--- config.mk ---
export PLATFORM = sky130hd
export DESIGN_NAME = ram_access_arbiter
export DESIGN_NICKNAME = d
export VERILOG_FILES = /design/src/rtl/ram_access_arbiter.sv
export SDC_FILE = /design/constraint.sdc
export NUM_CORES = 1
export LEC_CHECK = 0
export CORE_UTILIZATION = 44
export DETAILED_ROUTE_END_ITERATION = 10
export PLACE_DENSITY_LB_ADDON = 0.15
export SYNTH_ARGS = -nofsm -noshare
export SYNTH_HDL_FRONTEND = slang
export SYNTH_SLANG_ARGS = --single-unit
--- constraint.sdc ---
create_clock -name clk -period 3.7 [get_ports clk]
set_input_delay 0.37 -clock clk [delete_from_list [all_inputs] [get_ports clk]]
set_output_delay 0.37 -clock clk [all_outputs]
set_load 0.03 [all_outputs]
--- src/rtl/ram_access_arbiter.sv ---
// Round-robin arbiter that serialises instruction fetches (3 bytes) and data
// loads/stores (1 byte) onto a single-port 64x8 RAM with registered outputs.
module ram_access_arbiter #(
  parameter int ADDR_W          = 6,
  parameter int DATA_W          = 8,
  parameter int LAST_FETCH_ADDR = 61
) (
  input  logic              clk,
  input  logic              rst,
  input  logic              f_req,
  input  logic [ADDR_W-1:0] f_addr,
  output logic [DATA_W-1:0] f_opcode,
  output logic [DATA_W-1:0] f_op1,
  output logic [DATA_W-1:0] f_op2,
  output logic              f_done,
  output logic              f_err,
  input  logic              d_req,
  input  logic              d_we,
  input  logic [ADDR_W-1:0] d_addr,
  input  logic [DATA_W-1:0] d_wdata,
  output logic [DATA_W-1:0] d_rdata,
  output logic              d_done,
  output logic              busy,
  output logic [DATA_W-1:0] ram_data,
  output logic [ADDR_W-1:0] ram_addr,
  output logic              ram_we,
  input  logic [DATA_W-1:0] ram_opcode,
  input  logic [DATA_W-1:0] ram_op1,
  input  logic [DATA_W-1:0] ram_op2
);

  localparam logic [ADDR_W-1:0] LAST_FETCH = ADDR_W'(LAST_FETCH_ADDR);

  typedef enum logic [1:0] {IDLE, ISSUE, CAPT, RESP} state_t;

  state_t            state_q;
  logic              prio_fetch_q;
  logic              fetch_q;
  logic              we_q;
  logic [DATA_W-1:0] f_opcode_q;
  logic [DATA_W-1:0] f_op1_q;
  logic [DATA_W-1:0] f_op2_q;
  logic [DATA_W-1:0] d_rdata_q;
  logic              f_done_q;
  logic              f_err_q;
  logic              d_done_q;
  logic              busy_q;
  logic [DATA_W-1:0] ram_data_q;
  logic [ADDR_W-1:0] ram_addr_q;
  logic              ram_we_q;

  logic both_d;
  logic grant_f_d;
  logic grant_d_d;
  logic f_ok_d;

  // Pointer names the winner only under contention; a lone requester always wins.
  always_comb begin
    both_d    = f_req & d_req;
    grant_f_d = f_req & (~d_req | prio_fetch_q);
    grant_d_d = d_req & (~f_req | ~prio_fetch_q);
    f_ok_d    = (f_addr <= LAST_FETCH);
  end

  always_ff @(posedge clk) begin
    if (rst) begin
      state_q      <= IDLE;
      prio_fetch_q <= 1'b0;
      fetch_q      <= 1'b0;
      we_q         <= 1'b0;
      f_opcode_q   <= '0;
      f_op1_q      <= '0;
      f_op2_q      <= '0;
      d_rdata_q    <= '0;
      f_done_q     <= 1'b0;
      f_err_q      <= 1'b0;
      d_done_q     <= 1'b0;
      busy_q       <= 1'b0;
      ram_data_q   <= '0;
      ram_addr_q   <= '0;
      ram_we_q     <= 1'b0;
    end else begin
      f_done_q <= 1'b0;
      f_err_q  <= 1'b0;
      d_done_q <= 1'b0;
      case (state_q)
        IDLE: begin
          if (both_d) prio_fetch_q <= ~prio_fetch_q;
          // Illegal fetch start would run past the top of RAM: reject without access.
          if (grant_f_d && !f_ok_d) begin
            f_err_q <= 1'b1;
          end else if (grant_f_d) begin
            fetch_q    <= 1'b1;
            we_q       <= 1'b0;
            ram_addr_q <= f_addr;
            ram_data_q <= '0;
            ram_we_q   <= 1'b0;
            busy_q     <= 1'b1;
            state_q    <= ISSUE;
          end else if (grant_d_d) begin
            fetch_q    <= 1'b0;
            we_q       <= d_we;
            ram_addr_q <= d_addr;
            ram_data_q <= d_wdata;
            ram_we_q   <= d_we;
            busy_q     <= 1'b1;
            state_q    <= ISSUE;
          end
        end
        ISSUE: begin
          ram_we_q <= 1'b0;
          state_q  <= CAPT;
        end
        CAPT: begin
          if (fetch_q) begin
            f_opcode_q <= ram_opcode;
            f_op1_q    <= ram_op1;
            f_op2_q    <= ram_op2;
          end else if (!we_q) begin
            d_rdata_q <= ram_opcode;
          end
          state_q <= RESP;
        end
        RESP: begin
          if (fetch_q) f_done_q <= 1'b1;
          else         d_done_q <= 1'b1;
          busy_q  <= 1'b0;
          state_q <= IDLE;
        end
        default: state_q <= IDLE;
      endcase
    end
  end

  assign f_opcode = f_opcode_q;
  assign f_op1    = f_op1_q;
  assign f_op2    = f_op2_q;
  assign f_done   = f_done_q;
  assign f_err    = f_err_q;
  assign d_rdata  = d_rdata_q;
  assign d_done   = d_done_q;
  assign busy     = busy_q;
  assign ram_data = ram_data_q;
  assign ram_addr = ram_addr_q;
  assign ram_we   = ram_we_q;

endmodule
==> results of run 1 <==
## worst paths after layout
kind / startpoint / end / slack (ns) / depth (start not counted)
setup / recovery: f_req / busy / 1.79 / 4
setup reg to reg: state_q[0] / d_rdata[6] / 1.81 / 5
hold reg to reg: f_opcode[7] / f_opcode[7] / 0.46 / 2
hold / removal: f_opcode[7] / f_opcode[7] / 0.46 / 2
## layout by cell type (no fill, tap or decap)
cell             netlist  routed
a21oi_1               41      41
a311oi_1               6       6
and2_1                 1       1
and3_1                 2       2
and4_1                 1       1
and4_4                 1       1
buf_2                  4       1
buf_4                  0       1
bufinv_16              0       1
clkbuf_8               0       5
clkdlybuf4s50_1        0      98
clkinv_2               0       1
clkinvlp_4             0       1
dfxtp_1               56      56
ha_1                   5       5
inv_1                  5       5
mux2i_1                9       9
nand2_1               58      58
nand2b_1               1       1
nand3_1               16      16
nand4_1                2       2
nor2_1                10      10
nor2_2                 1       1
nor2b_1                1       1
nor3_1                 1       1
nor3b_2                0       1
o211ai_1               1       1
o21a_1                 1       1
o21ai_0               10      10
o21ai_1                1       1
o221a_2                1       1
o221ai_1               1       1
o311a_1                1       1
or3_1                  1       1
xor2_1                 1       1
## area by class of cell
| cell class | instances | area [µm²] | share of cell area |
|---|---|---|---|
| Clock inverter | 3 | 42.5 | 0.0130 |
| Tap cell | 67 | 83.8 | 0.0256 |
| Timing Repair Buffer | 100 | 993 | 0.303 |
| Multi-Input combinational cell | 175 | 948 | 0.289 |
| Inverter | 5 | 18.8 | 0.00573 |
| Clock buffer | 5 | 68.8 | 0.0210 |
| Sequential cell | 56 | 1120 | 0.342 |
## kinds of logic after synthesis
| group | after synthesis | share of synthesized area |
|---|---|---|
| fa+ha+maj | 5 | 0.0287 |
| xor+xnor | 1 | 0.00402 |
| compound gates | 63 | 0.164 |
| buf+inv | 25 | 0.0523 |
| flops | 56 | 0.515 |
| mux | 9 | 0.0414 |
| simple gates | 97 | 0.195 |
## report_power, final
| part | internal, W | switching, W |
|---|---|---|
| Clock | 0.000200 | 0.000195 |
| Sequential | 0.000696 | 0.0000538 |
| Combinational | 0.000302 | 0.000398 |
## flip-flops by register name, summed over array words and instances, names as in the netlist
register	cells
busy	1
we_q	1
d_rdata	8
prio_fetch_q	1
f_err	1
f_op2	8
ram_data	8
state_q	2
f_op1	8
d_done	1
fetch_q	1
f_opcode	8
ram_we	1
ram_addr	6
f_done	1
## metrics by stage
stage	total power (W)	hold WS, ns	cells
floorplan	0.00120	0.454	256
global placement	0.00145	0.441	403
detailed placement	0.00147	0.446	403
CTS	0.00186	0.460	411
global route	0.00195	0.475	411
finish	0.00185	0.458	411
## tightest hold or removal path: cells and delay by family (launching register included)
family	cells	cell delay, ns
flops	1	0.32
compound gates	1	0.05
simple gates	1	0.05
## per-layer routing
layer,vias to the layer above,global-route usage
met5,-,0
met4,0,0.0588
met3,5,0.0569
met2,58,0.349
met1,947,0.242
li1,1040,-
==> key figures, run 1 <==
Outcome
  • Outcome: completed

STA
  • Final hold violations: 0
  • Setup TNS: 0 ns
  • Setup Skew: 0.0160 ns
  • Fin worst setup slack: 1.79 ns
  • Minimum clock period: 1.91 ns
  • Slew HR: 0.382
  • Unrepaired setup endpoints after global routing: no
  • F_max: 523 MHz
  • Max Slew Vio Count: 0
  • Period Utilization, post-route: 0.517
  • Final setup violation count: 0
  • Worst-Margin Slew: 0.927 ns

Yosys
  • Async SR Flop Fraction: 0
  • Sequential fraction of the synthesis area: 0.515
  • Area contributors post-synth: dfxtp_1 51%, nand2_1 10%, a21oi_1 9.4%
  • Synth Area per Inst: 8.51 µm²
  • Mapped cell area: 2180 µm²
  • Most common cell in the synthesized netlist: nand2_1
  • Post-synth top cells: 58 x nand2_1, 56 x dfxtp_1, 41 x a21oi_1
  • EDFF count, synth: 0
  • Flops & latches, synth: 56
  • Top cell type's share of synthesized area: 0.515
  • Post-Syn Nets: 310
  • Yosys cell types: 31
  • Most used DFF post-synth: dfxtp_1
  • Cell taking the most area after synthesis: dfxtp_1
  • YS warnings: 0
  • Post-Synthesis Cells: 256

Route
  • 1st-pass router iterations: 4
  • DRT Wirelength: 5160 µm
  • DRC errors left: 0
  • Metal-1 WL: 2230 µm
  • Detailed-route via count: 2050
  • WL met2: 2600 µm
  • First DRT Iteration DRCs: 90
  • Vias per cell: 4.99
  • Routed WL per cell: 12.6 µm
  • Routed wl met3: 287 µm
  • Detail Route Antenna Nets: 0
  • DR top layer: met4

Pwr
  • Lkg Pwr: 1.15 nW
  • Power Dens Cells: 563 nW/µm²
  • Max VDD drop: 0.000382 V

Clocking
  • # hold bufs at CTS: 0
  • CTS resizes: 0
  • Clk sink count: 56
  • TritonCTS clock tree: done
  • Clock buffer depth: 2
  • H-tree depth: 2
  • Root Buffer: clkbuf_8
  • CTS buffer count: 5
  • Worst-Skew Late Latency: 0.31 ns
  • Postcts setup bufs: 0
  • Clk slew on worst S/H paths: 0.09 ns

Critical path
  • Critical path's top delay family: compound AO/OA/AOI/OAI gates
  • Slowest-stage cell, CP: o21ai_1
  • WS Path Type: in2reg
  • WP data arrival: 2.12 ns
  • Buf/Inv on CP: 1
  • Max stage delay on crit path: 0.66 ns
  • Critical-path cell list: clkdlybuf4s50_1 > o21ai_1 > nor2_2 > o221a_2
  • Worst setup SP type: primary input
  • Worst Path Required: 3.90 ns
  • Crit-path max FO: 13
  • Crit. End Element: register

Place
  • DP Wirelength: 3570 µm
  • GPL Wtd Cong: 0.759
  • Pre-CTS setup slack: 1.47 ns
  • PortBufs: 99
  • Area after DPL: 3170 µm²

Floorplan
  • Ports: 100
  • Initial core utilization: 0.458
  • Die outline width: 72.4 µm
  • Die span in y: 72.4 µm
  • Die area: 5240 µm²
  • Site row count: 25
  • Core ar.: 4750 µm²

Job
  • Max cap viols: 0

GRT
  • Grt ovf: 0
  • Number of global-route vias before repair: 1921
  • Antenna violations before repair: 0
  • First-pass GRT wire length: 8340 µm
  • Largest net degree at the start of global routing: 53
  • GRT Util Overall: 0.201

Layout
  • Layout cells sized above 1: 0.0407
  • Finished Cell Area: 3280 µm²
  • Synth-to-Final Area Change: 50.4%
  • ANT cells: 0
  • Total Nets Final: 397
  • Final Util: 0.689
  • Fillcell total: 424

Min path
  • Hold Path Class: reg2reg
Power figures use the tool's default switching activity.
==> run 2, diff against run 1 <==
--- a/config.mk
+++ b/config.mk
@@ -5,7 +5,7 @@
 export SDC_FILE = /design/constraint.sdc
 export NUM_CORES = 1
 export LEC_CHECK = 0
-export CORE_UTILIZATION = 44
+export CORE_UTILIZATION = 41
 export DETAILED_ROUTE_END_ITERATION = 10
 export PLACE_DENSITY_LB_ADDON = 0.15
 export SYNTH_ARGS = -nofsm -noshare
==> constraint.sdc (replaced) <==
create_clock -name clk -period 1.91 [get_ports clk]
set_input_delay 0.191 -clock clk [delete_from_list [all_inputs] [get_ports clk]]
set_output_delay 0.191 -clock clk [all_outputs]
set_load 0.03 [all_outputs]
==> run 2 against run 1 <==
Non-clock buffer count rose by 8. Core utilization shrank 3.6 points. Global-route usage shrank 2.0 points. Sequential share of layout area fell by 0.63 points. Power increased by 95%. Cell count grew 2.7%.
==> key figures, run 2 (same netlist as run 1, synthesis figures left out) <==
Pwr
  • P_int: 0.00236 W
  • Lkg Pwr: 1.19 nW
  • Switching Fraction: 0.345
  • Power Dens Cells: 1080 nW/µm²
  • P_sw: 0.00124 W
  • Combinational power share: 0.388
  • Clock power share: 0.210
  • Max VDD drop: 0.000560 V
  • Sequential Power Share: 0.403

Route
  • DRT Wirelength: 5180 µm
  • DRC errors left: 0
  • Routed WL per cell: 12.3 µm
  • Detail Route Antenna Nets: 0
  • Detailed-route via count: 2084
  • 1st-pass router iterations: 4
  • First DRT Iteration DRCs: 68
  • Vias per cell: 4.94

Clocking
  • Root Buffer: clkbuf_8
  • CTS buffer count: 5
  • TritonCTS clock tree: done
  • Clock buffer depth: 2
  • Clk slew on worst S/H paths: 0.10 ns
  • Clk sink count: 56
  • # hold bufs at CTS: 0
  • Worst-Skew Late Latency: 0.31 ns
  • H-tree depth: 2

Critical path
  • Crit. End Element: register
  • Max stage delay on crit path: 0.34 ns
  • Worst Path Required: 2.13 ns
  • Crit-path max FO: 16
  • WP data arrival: 1.77 ns
  • Worst setup SP type: register
  • Slowest-stage cell, CP: dfxtp_1
  • Critical-path cell list: inv_1 > ha_1 > nor2b_1 > buf_4 > a21oi_1 > a311oi_1
  • WS Path Type: reg2reg

Layout
  • Total Nets Final: 405
  • Most frequent cells in the layout: 98 x clkdlybuf4s50_1, 58 x nand2_1, 56 x dfxtp_1, 41 x a21oi_1, 16 x nand3_1
  • Area taken by multi-input logic gates: 950 µm²
  • ANT cells: 0
  • Synth-to-Final Area Change: 53.2%
  • Layout cells sized above 1: 0.0625
  • Final Util: 0.654
  • Reg area: 1120 µm²
  • Fillcell total: 461
  • Most common cell after layout, fill and taps aside: clkdlybuf4s50_1
  • Finished Cell Area: 3340 µm²

STA
  • Period Utilization, post-route: 0.813
  • Minimum clock period: 1.55 ns
  • Unrepaired setup endpoints after global routing: no
  • Setup TNS: 0 ns
  • Final hold violations: 0
  • Slew HR: 0.691
  • F_max: 644 MHz
  • Final setup violation count: 0
  • Max Slew Vio Count: 0
  • Setup Skew: 0.00968 ns
  • Worst-Margin Slew: 0.463 ns

Floorplan
  • Initial core utilization: 0.427
  • Core ar.: 5110 µm²
  • Die outline width: 74.9 µm
  • Die span in y: 74.9 µm
  • Site row count: 26
  • Die area: 5610 µm²
  • Ports: 100

Place
  • DP Wirelength: 3620 µm
  • Area after DPL: 3230 µm²
  • GPL Wtd Cong: 0.731
  • PortBufs: 99

GRT
  • First-pass GRT wire length: 7810 µm
  • Number of global-route vias before repair: 1815
  • Antenna violations before repair: 0
  • GRT Util Overall: 0.181
  • Largest net degree at the start of global routing: 30
  • Grt ovf: 0

Outcome
  • Outcome: completed

Min path
  • Hold Path Class: in2reg

Job
  • Max cap viols: 0
-- run 2: critical path, delay by kind of cell, from the launching register on --
kind / cells / cell delay [ns]
adders and majority gates: 1 / 0.27
and+or+nand+nor: 1 / 0.15
DFF: 1 / 0.34
buffers and inverters: 2 / 0.35
AOI/OAI and AO/OA: 2 / 0.35
-- run 2: worst paths after layout --
| path | end | slack [ns] | start | cells past startpoint |
|---|---|---|---|---|
| hold reg to reg | f_opcode[5] | 0.46 | f_opcode[5] | 2 |
| setup / recovery | ram_addr[4] | 0.36 | state_q[0] | 6 |
| setup reg to reg | ram_addr[4] | 0.36 | state_q[0] | 6 |
| hold / removal | f_op2[3] | 0.08 | rst | 2 |
-- run 2: final cells by class --
cell class	count	share of cell area
Inverter	5	0.00562
Tap cell	70	0.0262
Sequential cell	56	0.336
Multi-Input combinational cell	175	0.284
Clock inverter	2	0.0105
Clock buffer	6	0.0217
Timing Repair Buffer	108	0.316
-- run 2: power by group through the flow --
stage               logic, W  registers, W  clock network (W)
finish               0.00139       0.00145           0.000754
CTS                  0.00141       0.00145           0.000779
detailed placement   0.00141       0.00148                  0
global route         0.00152       0.00147           0.000823
global placement     0.00139       0.00147                  0
floorplan           0.000577       0.00175                  0
-- run 2: through the flow --
stage	power, W	hold WS (ns)	std cells	setup WS [ns]
floorplan	0.00233	0.327	256	0.425
global placement	0.00286	0.405	414	0.155
detailed placement	0.00288	0.408	414	0.140
CTS	0.00364	0.0696	422	0.100
global route	0.00382	0.0739	422	0.157
finish	0.00360	0.0794	422	0.356
-- run 2: metal layers --
metal	global-route usage	wire length, µm	up-vias
met4	0.0482	51	0
met1	0.225	2300	959
met3	0.0562	335	5
met2	0.305	2490	61
li1	-	-	1059
met5	0	0	-
-- run 2: repair_timing --
item	in CTS	in global routing
setup endpoints to repair	0	16
setup buffers	0	0
resized for setup	0	1
==> run 3, diff against run 2 <==
==> constraint.sdc (replaced) <==
create_clock -name clk -period 1.48 [get_ports clk]
set_input_delay 0.148 -clock clk [delete_from_list [all_inputs] [get_ports clk]]
set_output_delay 0.148 -clock clk [all_outputs]
set_load 0.03 [all_outputs]
==> run 3 against run 2 <==
Clock power rose by 4.2%. Sequential share of layout area down 1.4 points. Clock-buffer cell count decreased by 1. Die area unchanged. Sequential power increased by 29%. Worst hold slack gained 0.19 ns. Worst setup slack got worse by 0.31 ns. Core utilization up 2.9 points. Global-route usage rose by 1.0 points. Via count up 1.8%. Highest routed layer unchanged. Cell area increased by 4.4%. Combinational power up 38%. Largest power group is now combinational cells.
==> key figures, run 3 (same netlist as run 1, synthesis figures left out) <==
Layout
  • Synth-to-Final Area Change: 60.0%
  • Area taken by multi-input logic gates: 967 µm²
  • Most common cell after layout, fill and taps aside: nand2_1
  • ANT cells: 0
  • Layout cells sized above 1: 0.0975
  • Total Nets Final: 413
  • Most frequent cells in the layout: 58 x nand2_1, 55 x dfxtp_1, 48 x clkdlybuf4s50_1, 41 x a21oi_1, 34 x dlymetal6s2s_1
  • Reg area: 1120 µm²
  • Fillcell total: 441

Min path
  • Hold Path Class: in2reg

Floorplan
  • Die outline width: 74.9 µm
  • Ports: 100
  • Die area: 5610 µm²
  • Core ar.: 5110 µm²
  • Die span in y: 74.9 µm
  • Site row count: 26
  • Initial core utilization: 0.427

Clocking
  • Worst-Skew Late Latency: 0.30 ns
  • TritonCTS clock tree: done
  • CTS buffer count: 5
  • Clk slew on worst S/H paths: 0.09 ns
  • H-tree depth: 2
  • Clock buffer depth: 2
  • Root Buffer: clkbuf_8
  • Clk sink count: 56
  • # hold bufs at CTS: 0

Critical path
  • Slowest-stage cell, CP: clkdlybuf4s50_1
  • Worst setup SP type: register
  • Buf/Inv on CP: 1
  • Critical-path cell list: clkdlybuf4s50_1
  • Worst Path Required: 1.33 ns
  • Max stage delay on crit path: 0.66 ns
  • WS Path Type: reg2out
  • Crit. End Element: output pin
  • Crit-path max FO: 1
  • WP data arrival: 1.28 ns
  • Critical path's top delay family: buffers and inverters

STA
  • Final setup violation count: 0
  • Unrepaired setup endpoints after global routing: no
  • Period Utilization, post-route: 0.968
  • Minimum clock period: 1.43 ns
  • Slew HR: 0.708
  • Setup Skew: 0.00638 ns
  • Final hold violations: 0
  • F_max: 698 MHz
  • Fin worst setup slack: 0.0478 ns
  • Worst-Margin Slew: 0.438 ns
  • Max Slew Vio Count: 0

Route
  • Routed WL per cell: 12.4 µm
  • Vias per cell: 4.95
  • DRC errors left: 0
  • First DRT Iteration DRCs: 64
  • Detail Route Antenna Nets: 0
  • Detailed-route via count: 2122
  • DRT Wirelength: 5340 µm
  • 1st-pass router iterations: 4

Pwr
  • Max VDD drop: 0.000693 V
  • Design Power: 0.00457 W
  • Power Dens Cells: 1310 nW/µm²
  • Lkg Pwr: 1.90 nW

GRT
  • Grt ovf: 0
  • Largest net degree at the start of global routing: 33
  • GRT Util Overall: 0.191
  • Number of global-route vias before repair: 1884
  • First-pass GRT wire length: 8300 µm
  • Antenna violations before repair: 0

Job
  • Max cap viols: 0

Place
  • GPL Wtd Cong: 0.796
  • PortBufs: 99
  • DP Wirelength: 3750 µm
  • Pre-CTS setup slack: -0.166 ns

Outcome
  • Outcome: completed
==> run 3: cell types whose count changed in the layout (fill, tap and decap cells not counted), sizes merged <==
cell and change:
clkinvlp +1, bufinv -1, dlygate4sd2 +16, clkbuf -1, clkdlybuf4s50 -50, dlymetal6s2s +34
buf +8
==> run 3: through the flow <==
step	hold WS (ns)	std cells	utilization	TNS [ns]	instance area (µm²)
CTS	0.272	429	0.662	0	3380
floorplan	0.284	256	-	0	2180
global route	0.283	429	0.682	0	3480
finish	0.274	429	0.682	0	3480
detailed placement	0.446	422	0.649	-2.04	3310
global placement	0.441	422	0.649	-1.81	3310
==> run 3: path summary, 6_finish.rpt <==
kind                                 start            to  slack [ns]  cells past startpoint
worst min-delay path                   rst  prio_fetch_q        0.27                      2
worst max register to register  state_q[0]   ram_addr[2]        0.11                      6
worst min register to register    f_op2[5]      f_op2[5]        0.45                      2
worst max-delay path                 f_err         f_err        0.05                      1
==> run 3: routing by layer <==
metal	share of wire	up-vias	global-route usage	wire, µm
met5	0	-	0	0
met4	0.015	0	0.0734	80
met3	0.068	10	0.0576	362
met2	0.48	65	0.321	2560
met1	0.44	971	0.231	2330
li1	-	1076	-	-
==> run 3: cell type report <==
cell class	instances	area share
clock buffer	5	0.0197
clock inverter	2	0.00359
sequential	56	0.322
inverter	5	0.00539
multi-input combinational	175	0.278
tap	70	0.0251
timing repair buffer	116	0.346
==> run 3: power breakdown <==
part,leakage [nW],switching (W),internal (W)
clock network,0.0400,0.000464,0.000322
logic,1.40,0.00105,0.000869
registers,0.456,0.000124,0.00174
==> run 3: timing repair <==
action,in CTS,in global routing
buffers inserted,0,0
setup endpoints to repair,23,60
gates resized for setup,18,40
==> run 3: worst register-to-register path: stages, from the launching register on <==
cell and delay [ns]:
dfxtp_1 0.33, inv_2 0.10, ha_4 0.18, nor2b_2 0.16, buf_4 0.16, a21oi_1 0.07
a311oi_1 0.27
